--- config.mk ---
export PLATFORM = sky130hd
export DESIGN_NAME = cpunc_axi_arbiter
export DESIGN_NICKNAME = d
export VERILOG_FILES = /design/src/rtl/cpunc_axi_pkg.sv /design/src/rtl/cpunc_rr_arbiter.sv /design/src/rtl/cpunc_axi_arbiter.sv
export SDC_FILE = /design/constraint.sdc
export NUM_CORES = 1
export LEC_CHECK = 0
export CAP_MARGIN = 20
export CORE_AREA = 2 2 127 129
export CTS_CLUSTER_SIZE = 14
export DETAILED_ROUTE_END_ITERATION = 7
export DIE_AREA = 0 0 129 131
export PLACE_DENSITY_LB_ADDON = 0.1
export RECOVER_POWER = 100
export SYNTH_ARGS = -nofsm -noshare
export SYNTH_HDL_FRONTEND = slang
export SYNTH_HIERARCHICAL = 1
export SYNTH_SLANG_ARGS = --single-unit
--- constraint.sdc ---
create_clock -name CPUNC_ACLK -period 4.3 [get_ports CPUNC_ACLK]
set_input_delay 0.86 -clock CPUNC_ACLK [delete_from_list [all_inputs] [get_ports CPUNC_ACLK]]
set_output_delay 0.86 -clock CPUNC_ACLK [all_outputs]
set_load 0.05 [all_outputs]
--- src/rtl/cpunc_axi_pkg.sv ---
// Shared types, constants and helpers for the CPUNC AXI requester arbiter.
package cpunc_axi_pkg;

  typedef enum logic [1:0] {
    BYTE = 2'd0,
    HALF = 2'd1,
    WORD = 2'd2,
    ILL  = 2'd3
  } size_e;

  typedef enum logic [2:0] {
    IDLE,
    AR,
    R,
    AWW,
    B,
    ERR,
    RSP
  } state_e;

  localparam logic [1:0] AXSIZE_WORD = 2'b10;
  localparam logic       RESP_OKAY   = 1'b0;

  // Byte-lane strobe for a right-justified access placed at addr_lo.
  function automatic logic [3:0] size_to_strb(input size_e size, input logic [1:0] addr_lo);
    logic [3:0] base;
    case (size)
      BYTE:    base = 4'b0001;
      HALF:    base = 4'b0011;
      default: base = 4'b1111;
    endcase
    return base << addr_lo;
  endfunction

  // Illegal size code, or a half/word access that is not naturally aligned.
  function automatic logic access_illegal(input size_e size, input logic [1:0] addr_lo);
    logic bad;
    case (size)
      BYTE:    bad = 1'b0;
      HALF:    bad = addr_lo[0];
      WORD:    bad = (addr_lo != 2'b00);
      default: bad = 1'b1;
    endcase
    return bad;
  endfunction

  // Move the addressed lanes down to bit 0 and zero everything above the access size.
  function automatic logic [31:0] align_rdata(input logic [31:0] data, input logic [1:0] addr_lo,
                                              input size_e size);
    logic [31:0] shifted;
    logic [31:0] result;
    shifted = data >> {addr_lo, 3'b000};
    case (size)
      BYTE:    result = {24'h0, shifted[7:0]};
      HALF:    result = {16'h0, shifted[15:0]};
      default: result = shifted;
    endcase
    return result;
  endfunction

endpackage

--- src/rtl/cpunc_rr_arbiter.sv ---
// Combinational round-robin arbiter: searches the request vector starting one past ptr.
module cpunc_rr_arbiter
  import cpunc_axi_pkg::*;
#(
  parameter  int NUM_REQ = 2,
  localparam int IW      = $clog2(NUM_REQ)
) (
  input  logic [NUM_REQ-1:0] req,
  input  logic [IW-1:0]      ptr,
  input  logic               en,
  output logic [NUM_REQ-1:0] grant,
  output logic [IW-1:0]      grant_idx
);

  logic          found;
  logic [IW-1:0] idx;

  // First set request found walking ptr+1, ptr+2, ... with wrap-around.
  always_comb begin
    grant     = '0;
    grant_idx = '0;
    found     = 1'b0;
    idx       = '0;
    for (int unsigned i = 0; i < NUM_REQ; i++) begin
      idx = IW'((32'(ptr) + i + 32'd1) % 32'(NUM_REQ));
      if (en && !found && req[idx]) begin
        found      = 1'b1;
        grant[idx] = 1'b1;
        grant_idx  = idx;
      end
    end
  end

endmodule

--- src/rtl/cpunc_axi_arbiter.sv ---
// Shares one CPUNC AXI master among NUM_REQ requesters, one single-beat transaction at a time.
module cpunc_axi_arbiter
  import cpunc_axi_pkg::*;
#(
  parameter int NUM_REQ        = 2,
  parameter int AXI_ADDR_WIDTH = 12,
  parameter int AXI_DATA_WIDTH = 32,
  parameter int AXI_MASK_WIDTH = AXI_DATA_WIDTH / 8
) (
  input  logic                              CPUNC_ACLK,
  input  logic                              CPUNC_ARESETn,
  // requester side
  input  logic [NUM_REQ-1:0]                REQ_VALID,
  output logic [NUM_REQ-1:0]                REQ_READY,
  input  logic [NUM_REQ-1:0]                REQ_WE,
  input  logic [2*NUM_REQ-1:0]              REQ_SIZE,
  input  logic [AXI_ADDR_WIDTH*NUM_REQ-1:0] REQ_ADDR,
  input  logic [AXI_DATA_WIDTH*NUM_REQ-1:0] REQ_WDATA,
  output logic [NUM_REQ-1:0]                RSP_VALID,
  output logic [AXI_DATA_WIDTH-1:0]         RSP_RDATA,
  output logic                              RSP_ERR,
  // write address channel
  output logic [7:0]                        CPUNC_AWID,
  output logic [AXI_ADDR_WIDTH-1:0]         CPUNC_AWADDR,
  output logic [7:0]                        CPUNC_AWLEN,
  output logic [1:0]                        CPUNC_AWSIZE,
  output logic [1:0]                        CPUNC_AWBURST,
  output logic                              CPUNC_AWLOCK,
  output logic [3:0]                        CPUNC_AWCACHE,
  output logic [2:0]                        CPUNC_AWPROT,
  output logic [3:0]                        CPUNC_AWQOS,
  output logic                              CPUNC_AWVALID,
  input  logic                              CPUNC_AWREADY,
  // write data channel
  output logic [7:0]                        CPUNC_WID,
  output logic [AXI_DATA_WIDTH-1:0]         CPUNC_WDATA,
  output logic [AXI_MASK_WIDTH-1:0]         CPUNC_WSTRB,
  output logic                              CPUNC_WLAST,
  output logic                              CPUNC_WVALID,
  input  logic                              CPUNC_WREADY,
  // write response channel
  input  logic [7:0]                        CPUNC_BID,
  input  logic                              CPUNC_BRESP,
  input  logic                              CPUNC_BVALID,
  output logic                              CPUNC_BREADY,
  // read address channel
  output logic [7:0]                        CPUNC_ARID,
  output logic [AXI_ADDR_WIDTH-1:0]         CPUNC_ARADDR,
  output logic [7:0]                        CPUNC_ARLEN,
  output logic [1:0]                        CPUNC_ARSIZE,
  output logic [1:0]                        CPUNC_ARBURST,
  output logic                              CPUNC_ARLOCK,
  output logic [3:0]                        CPUNC_ARCACHE,
  output logic [2:0]                        CPUNC_ARPROT,
  output logic [3:0]                        CPUNC_ARQOS,
  output logic                              CPUNC_ARVALID,
  input  logic                              CPUNC_ARREADY,
  // read data channel
  input  logic [7:0]                        CPUNC_RID,
  input  logic [AXI_DATA_WIDTH-1:0]         CPUNC_RDATA,
  input  logic                              CPUNC_RRESP,
  input  logic                              CPUNC_RLAST,
  input  logic                              CPUNC_RVALID,
  output logic                              CPUNC_RREADY
);

  localparam int IW = $clog2(NUM_REQ);

  // Per-requester views of the packed request buses.
  logic [AXI_ADDR_WIDTH-1:0] req_addr  [NUM_REQ];
  logic [AXI_DATA_WIDTH-1:0] req_wdata [NUM_REQ];
  size_e                     req_size  [NUM_REQ];

  for (genvar gi = 0; gi < NUM_REQ; gi++) begin : g_unpack
    assign req_addr[gi]  = REQ_ADDR[gi*AXI_ADDR_WIDTH +: AXI_ADDR_WIDTH];
    assign req_wdata[gi] = REQ_WDATA[gi*AXI_DATA_WIDTH +: AXI_DATA_WIDTH];
    assign req_size[gi]  = size_e'(REQ_SIZE[2*gi +: 2]);
  end

  // State and registered outputs (q) with their next values (d).
  state_e                    state_q,     state_d;
  logic [IW-1:0]             ptr_q,       ptr_d;
  logic [IW-1:0]             lat_g_q,     lat_g_d;
  logic [1:0]                lat_lo_q,    lat_lo_d;
  size_e                     lat_size_q,  lat_size_d;
  logic [7:0]                id_q,        id_d;
  logic [AXI_ADDR_WIDTH-1:0] araddr_q,    araddr_d;
  logic                      arvalid_q,   arvalid_d;
  logic                      rready_q,    rready_d;
  logic [AXI_ADDR_WIDTH-1:0] awaddr_q,    awaddr_d;
  logic                      awvalid_q,   awvalid_d;
  logic [AXI_DATA_WIDTH-1:0] wdata_q,     wdata_d;
  logic [AXI_MASK_WIDTH-1:0] wstrb_q,     wstrb_d;
  logic                      wlast_q,     wlast_d;
  logic                      wvalid_q,    wvalid_d;
  logic                      bready_q,    bready_d;
  logic [NUM_REQ-1:0]        rsp_valid_q, rsp_valid_d;
  logic                      rsp_err_q,   rsp_err_d;
  logic [AXI_DATA_WIDTH-1:0] rsp_rdata_q, rsp_rdata_d;

  logic [NUM_REQ-1:0]        grant;
  logic [IW-1:0]             grant_idx;
  logic                      arb_en;

  logic [AXI_ADDR_WIDTH-1:0] sel_addr;
  logic [AXI_DATA_WIDTH-1:0] sel_wdata;
  size_e                     sel_size;
  logic                      sel_we;
  logic [NUM_REQ-1:0]        owner_onehot;

  assign arb_en = (state_q == IDLE);

  cpunc_rr_arbiter #(
    .NUM_REQ(NUM_REQ)
  ) u_rr_arbiter (
    .req      (REQ_VALID),
    .ptr      (ptr_q),
    .en       (arb_en),
    .grant    (grant),
    .grant_idx(grant_idx)
  );

  // REQ_READY is the only combinational output; it must stay low while reset is asserted.
  assign REQ_READY = CPUNC_ARESETn ? grant : '0;

  assign sel_addr     = req_addr[grant_idx];
  assign sel_wdata    = req_wdata[grant_idx];
  assign sel_size     = req_size[grant_idx];
  assign sel_we       = REQ_WE[grant_idx];
  assign owner_onehot = NUM_REQ'(1) << lat_g_q;

  // Next state plus next values of every registered output.
  always_comb begin
    state_d     = state_q;
    ptr_d       = ptr_q;
    lat_g_d     = lat_g_q;
    lat_lo_d    = lat_lo_q;
    lat_size_d  = lat_size_q;
    id_d        = id_q;
    araddr_d    = araddr_q;
    arvalid_d   = arvalid_q;
    rready_d    = rready_q;
    awaddr_d    = awaddr_q;
    awvalid_d   = awvalid_q;
    wdata_d     = wdata_q;
    wstrb_d     = wstrb_q;
    wlast_d     = wlast_q;
    wvalid_d    = wvalid_q;
    bready_d    = bready_q;
    rsp_valid_d = '0;
    rsp_err_d   = 1'b0;
    rsp_rdata_d = '0;

    case (state_q)
      IDLE: begin
        if (|grant) begin
          ptr_d      = grant_idx;
          lat_g_d    = grant_idx;
          lat_lo_d   = sel_addr[1:0];
          lat_size_d = sel_size;
          id_d       = 8'(grant_idx);
          if (access_illegal(sel_size, sel_addr[1:0])) begin
            state_d = ERR;
          end else if (sel_we) begin
            state_d   = AWW;
            awaddr_d  = sel_addr;
            awvalid_d = 1'b1;
            wvalid_d  = 1'b1;
            wlast_d   = 1'b1;
            wstrb_d   = AXI_MASK_WIDTH'(size_to_strb(sel_size, sel_addr[1:0]));
            wdata_d   = sel_wdata << {sel_addr[1:0], 3'b000};
          end else begin
            state_d   = AR;
            araddr_d  = sel_addr;
            arvalid_d = 1'b1;
          end
        end
      end
      AR: begin
        if (CPUNC_ARREADY) begin
          arvalid_d = 1'b0;
          rready_d  = 1'b1;
          state_d   = R;
        end
      end
      R: begin
        if (CPUNC_RVALID) begin
          rready_d    = 1'b0;
          state_d     = RSP;
          rsp_valid_d = owner_onehot;
          rsp_err_d   = (CPUNC_RRESP != RESP_OKAY) || (CPUNC_RID != id_q) || !CPUNC_RLAST;
          rsp_rdata_d = align_rdata(CPUNC_RDATA, lat_lo_q, lat_size_q);
        end
      end
      AWW: begin
        // Address and data channels retire independently; move on once both are done.
        if (awvalid_q && CPUNC_AWREADY) awvalid_d = 1'b0;
        if (wvalid_q && CPUNC_WREADY) begin
          wvalid_d = 1'b0;
          wlast_d  = 1'b0;
        end
        if (!awvalid_d && !wvalid_d) begin
          state_d  = B;
          bready_d = 1'b1;
        end
      end
      B: begin
        if (CPUNC_BVALID) begin
          bready_d    = 1'b0;
          state_d     = RSP;
          rsp_valid_d = owner_onehot;
          rsp_err_d   = (CPUNC_BRESP != RESP_OKAY) || (CPUNC_BID != id_q);
        end
      end
      ERR: begin
        state_d     = RSP;
        rsp_valid_d = owner_onehot;
        rsp_err_d   = 1'b1;
      end
      RSP: begin
        state_d = IDLE;
      end
      default: begin
        state_d = IDLE;
      end
    endcase
  end

  // FSM state and round-robin pointer; pointer resets so requester 0 wins first.
  always_ff @(posedge CPUNC_ACLK or negedge CPUNC_ARESETn) begin
    if (!CPUNC_ARESETn) begin
      state_q <= IDLE;
      ptr_q   <= IW'(NUM_REQ - 1);
    end else begin
      state_q <= state_d;
      ptr_q   <= ptr_d;
    end
  end

  // Latched request context and all registered AXI / response outputs.
  always_ff @(posedge CPUNC_ACLK or negedge CPUNC_ARESETn) begin
    if (!CPUNC_ARESETn) begin
      lat_g_q     <= '0;
      lat_lo_q    <= '0;
      lat_size_q  <= BYTE;
      id_q        <= '0;
      araddr_q    <= '0;
      arvalid_q   <= 1'b0;
      rready_q    <= 1'b0;
      awaddr_q    <= '0;
      awvalid_q   <= 1'b0;
      wdata_q     <= '0;
      wstrb_q     <= '0;
      wlast_q     <= 1'b0;
      wvalid_q    <= 1'b0;
      bready_q    <= 1'b0;
      rsp_valid_q <= '0;
      rsp_err_q   <= 1'b0;
      rsp_rdata_q <= '0;
    end else begin
      lat_g_q     <= lat_g_d;
      lat_lo_q    <= lat_lo_d;
      lat_size_q  <= lat_size_d;
      id_q        <= id_d;
      araddr_q    <= araddr_d;
      arvalid_q   <= arvalid_d;
      rready_q    <= rready_d;
      awaddr_q    <= awaddr_d;
      awvalid_q   <= awvalid_d;
      wdata_q     <= wdata_d;
      wstrb_q     <= wstrb_d;
      wlast_q     <= wlast_d;
      wvalid_q    <= wvalid_d;
      bready_q    <= bready_d;
      rsp_valid_q <= rsp_valid_d;
      rsp_err_q   <= rsp_err_d;
      rsp_rdata_q <= rsp_rdata_d;
    end
  end

  assign RSP_VALID     = rsp_valid_q;
  assign RSP_ERR       = rsp_err_q;
  assign RSP_RDATA     = rsp_rdata_q;

  assign CPUNC_AWID    = id_q;
  assign CPUNC_ARID    = id_q;
  assign CPUNC_WID     = id_q;
  assign CPUNC_AWADDR  = awaddr_q;
  assign CPUNC_AWVALID = awvalid_q;
  assign CPUNC_WDATA   = wdata_q;
  assign CPUNC_WSTRB   = wstrb_q;
  assign CPUNC_WLAST   = wlast_q;
  assign CPUNC_WVALID  = wvalid_q;
  assign CPUNC_BREADY  = bready_q;
  assign CPUNC_ARADDR  = araddr_q;
  assign CPUNC_ARVALID = arvalid_q;
  assign CPUNC_RREADY  = rready_q;

  assign CPUNC_AWLEN   = '0;
  assign CPUNC_AWSIZE  = AXSIZE_WORD;
  assign CPUNC_AWBURST = '0;
  assign CPUNC_AWLOCK  = 1'b0;
  assign CPUNC_AWCACHE = '0;
  assign CPUNC_AWPROT  = '0;
  assign CPUNC_AWQOS   = '0;
  assign CPUNC_ARLEN   = '0;
  assign CPUNC_ARSIZE  = AXSIZE_WORD;
  assign CPUNC_ARBURST = '0;
  assign CPUNC_ARLOCK  = 1'b0;
  assign CPUNC_ARCACHE = '0;
  assign CPUNC_ARPROT  = '0;
  assign CPUNC_ARQOS   = '0;

endmodule

==> flow_summary.toml <==
[power]
p_total_mw = 5.86
switching_share = 0.479
leakage_nw = 4.13
pwr-share-comb = 0.571
vdd_drop_max_v = 0.000407
intPower_mw = 3.06
power.share.clock = 0.145
sequentialPowerShare = 0.284
p_sw_mw = 2.81
power_density_nw_per_um2 = 645

[cts]
clk_pin_slew_ns = 0.07
clkLatencyLatePin_ns = 0.34
cts_max_path_buffers = 2
numCtsBuffers = 9
cts.sinks = 110
cts_tree = "done"
cts_resized = 0
htreeDepth = 3
hold_buffers = 0
post_cts_buffers = 0
cts-root-buf = "clkbuf_16"

[cells_and_area]
fin_nets = 960
final_cells = 1026
syn2layout_area_growth_pct = 43.6
stdcell_area_um2 = 9090
drive_gt1_frac = 0.131
num_antenna_cells = 0
fin_util = 0.583

[global_route]
grt_max_degree = 62
grt_pass1_vias = 5005
antenna_found_initial = 0
overflow = 0
grt_use_total = 0.203
grt_pass1_wl_um = 26400

[yosys]
synthFlopType = "dfrtp_1"
yosysMostFrequentCell = "dfrtp_1"
netlist_top_cells_count = "dfrtp_1, mux2_2, buf_4"
synth_top_area_frac = 0.431
synth_edf_count = 0
synth_warnings = 6
syn_area_per_cell_um2 = 11.2
post-synth-top-area-cell = "dfrtp_1"
ys_types = 44
synthArstFlopShare = 1.00
syn_inst = 565
synth.cell_area_um2 = 6330
ys_seq_area_frac = 0.435
yosys_register_bits = 110
synth_area_leaders = "dfrtp_1, mux2_2, buf_4, mux2i_1, mux2_1"

[sta]
worst_pin_slew_ns = 2.57
whs_ns = 0.478
min_period_ns = 3.65
finalHoldViolCount = 0
grt_setup_unrepaired = "false"
slew-limit-headroom = -0.715
setup_ws_ns = 0.650
post-route-period-util = 0.849
drv_slew = 111
fin_skew_ns = 0.00823
tns_ns = 0
setup-violations-final = 0
clock.fmax_mhz = 274

[floorplan]
dieArea_um2 = 16900
core_area_um2 = 15600
rows = 46
io_pins = 329
dieWidth_um = 129
start_util = 0.406
fp.dieH_um = 131

[job]
drv_cap = 2

[critical_path]
cp_cell_sequence = "dlygate4sd3_1 > nand2_1 > a21oi_1 > and2_1 > dlygate4sd3_1"
end_kind = "output port"
worstSetupStartpointType = "primary input"
path_buf_inv = 2
path_max_fanout = 3
max_stage_delay_ns = 0.86
critPathSlowestCell = "dlygate4sd3_1"
cp.required_ns = 3.44
worst-setup-path-type = "primary input to output port"
critical_path.top_delay_family = "buffers and inverters"
path_common_cell = "dlygate4sd3_1"
arrival_ns = 2.79

[routing]
wl_per_cell_um = 17.2
drc = 0
via_count = 4949
ant_nets = 0
drt-initial-drc-count = 178
via_per_inst = 4.82
firstDrtPassIters = 4
routed_wl_um = 17700

[placed_design]
dpl_worst_slack_ns = 0.650
dp_cells = 1010
io_buffers = 259
dp_hpwl_um = 13500
placed_cell_area_um2 = 8800
globalplace.congestion = 0.759

[hold_path]
hold_path.class = "flip-flop to flip-flop"

[outcome]
status = "complete, but fails checks"
violations = "capacitance limit, slew limit"
[power groups by stage]
stage	clock (mW)	sequential (mW)	combinational [mW]
floorplan	0	2.67	1.44
detailed placement	0	1.72	3.46
CTS	0.865	1.71	3.47
global placement	0	1.71	3.42
global route	0.916	1.73	3.53
finish	0.849	1.67	3.35
[routing by layer]
| layer | vias to the layer above | part of all wire | GRT usage |
|---|---|---|---|
| met2 | 200 | 0.51 | 0.375 |
| met3 | 19 | 0.075 | 0.0542 |
| li1 | 2317 | - | - |
| met4 | 0 | 0.011 | 0.0448 |
| met1 | 2413 | 0.40 | 0.235 |
| met5 | - | 0 | 0 |
[cells in the final DEF (no fill, tap or decap), drive strengths merged, types with 2 or more instances in the layout]
cell,count
conb,69
a21oi,21
a21o,2
nor2b,13
clkbuf,15
dfrtp,109
a211oi,26
a31oi,4
clkdlybuf4s50,149
a22o,8
o21ai,9
buf,7
nor4,4
nor2,51
nand2,11
mux2i,55
o21bai,2
nor3,3
o21a,2
mux2,102
nand3,5
and2,10
inv,7
dlygate4sd3,109
nand2b,4
[sequential cells by signal, indices dropped and copies added, names as in the netlist, 2 cells and up]
signal        cells
state_q           3
lat_size_q        2
RSP_RDATA        32
RSP_VALID         2
CPUNC_ARADDR     12
CPUNC_AWADDR     12
lat_lo_q          2
CPUNC_WDATA      32
CPUNC_WSTRB       4
[kinds of logic (layout without fill, tap and decap cells)]
kind of cell | count (synthesis) | in the layout | synth area share
buf+inv | 111 | 289 | 0.121
simple gates | 107 | 107 | 0.0832
flops | 110 | 110 | 0.435
compound gates | 76 | 76 | 0.0824
other cells | 2 | 69 | 0.00119
mux | 157 | 157 | 0.274
xor+xnor | 2 | 2 | 0.00277
[final cells by class]
cell class	instances	area [um2]
Sequential cell	110	2750
Fill cell	1386	6500
Tap cell	216	270
Inverter	5	18.8
Clock inverter	4	55.1
Multi-Input combinational cell	411	3070
Timing Repair Buffer	269	2680
Clock buffer	11	243
[worst paths after layout]
path                                               end  slack [ns]  cells after the start                      start
max                                       REQ_READY[1]        0.65                      5               REQ_VALID[1]
max reg2reg                CPUNC_WDATA[22]$_DFFE_PN0P_        0.96                      8     state_q[0]$_DFFE_PN0P_
min reg2reg                  CPUNC_ARVALID$_DFFE_PN0P_        0.48                      1  CPUNC_ARVALID$_DFFE_PN0P_
min                          CPUNC_ARVALID$_DFFE_PN0P_        0.48                      1  CPUNC_ARVALID$_DFFE_PN0P_
max in group asynchronous  CPUNC_ARADDR[1]$_DFFE_PN0P_        1.28                      2              CPUNC_ARESETn
min in group asynchronous            ptr_q$_DFFE_PN1P_        0.55                      1              CPUNC_ARESETn
Power figures use the tool's default switching activity.
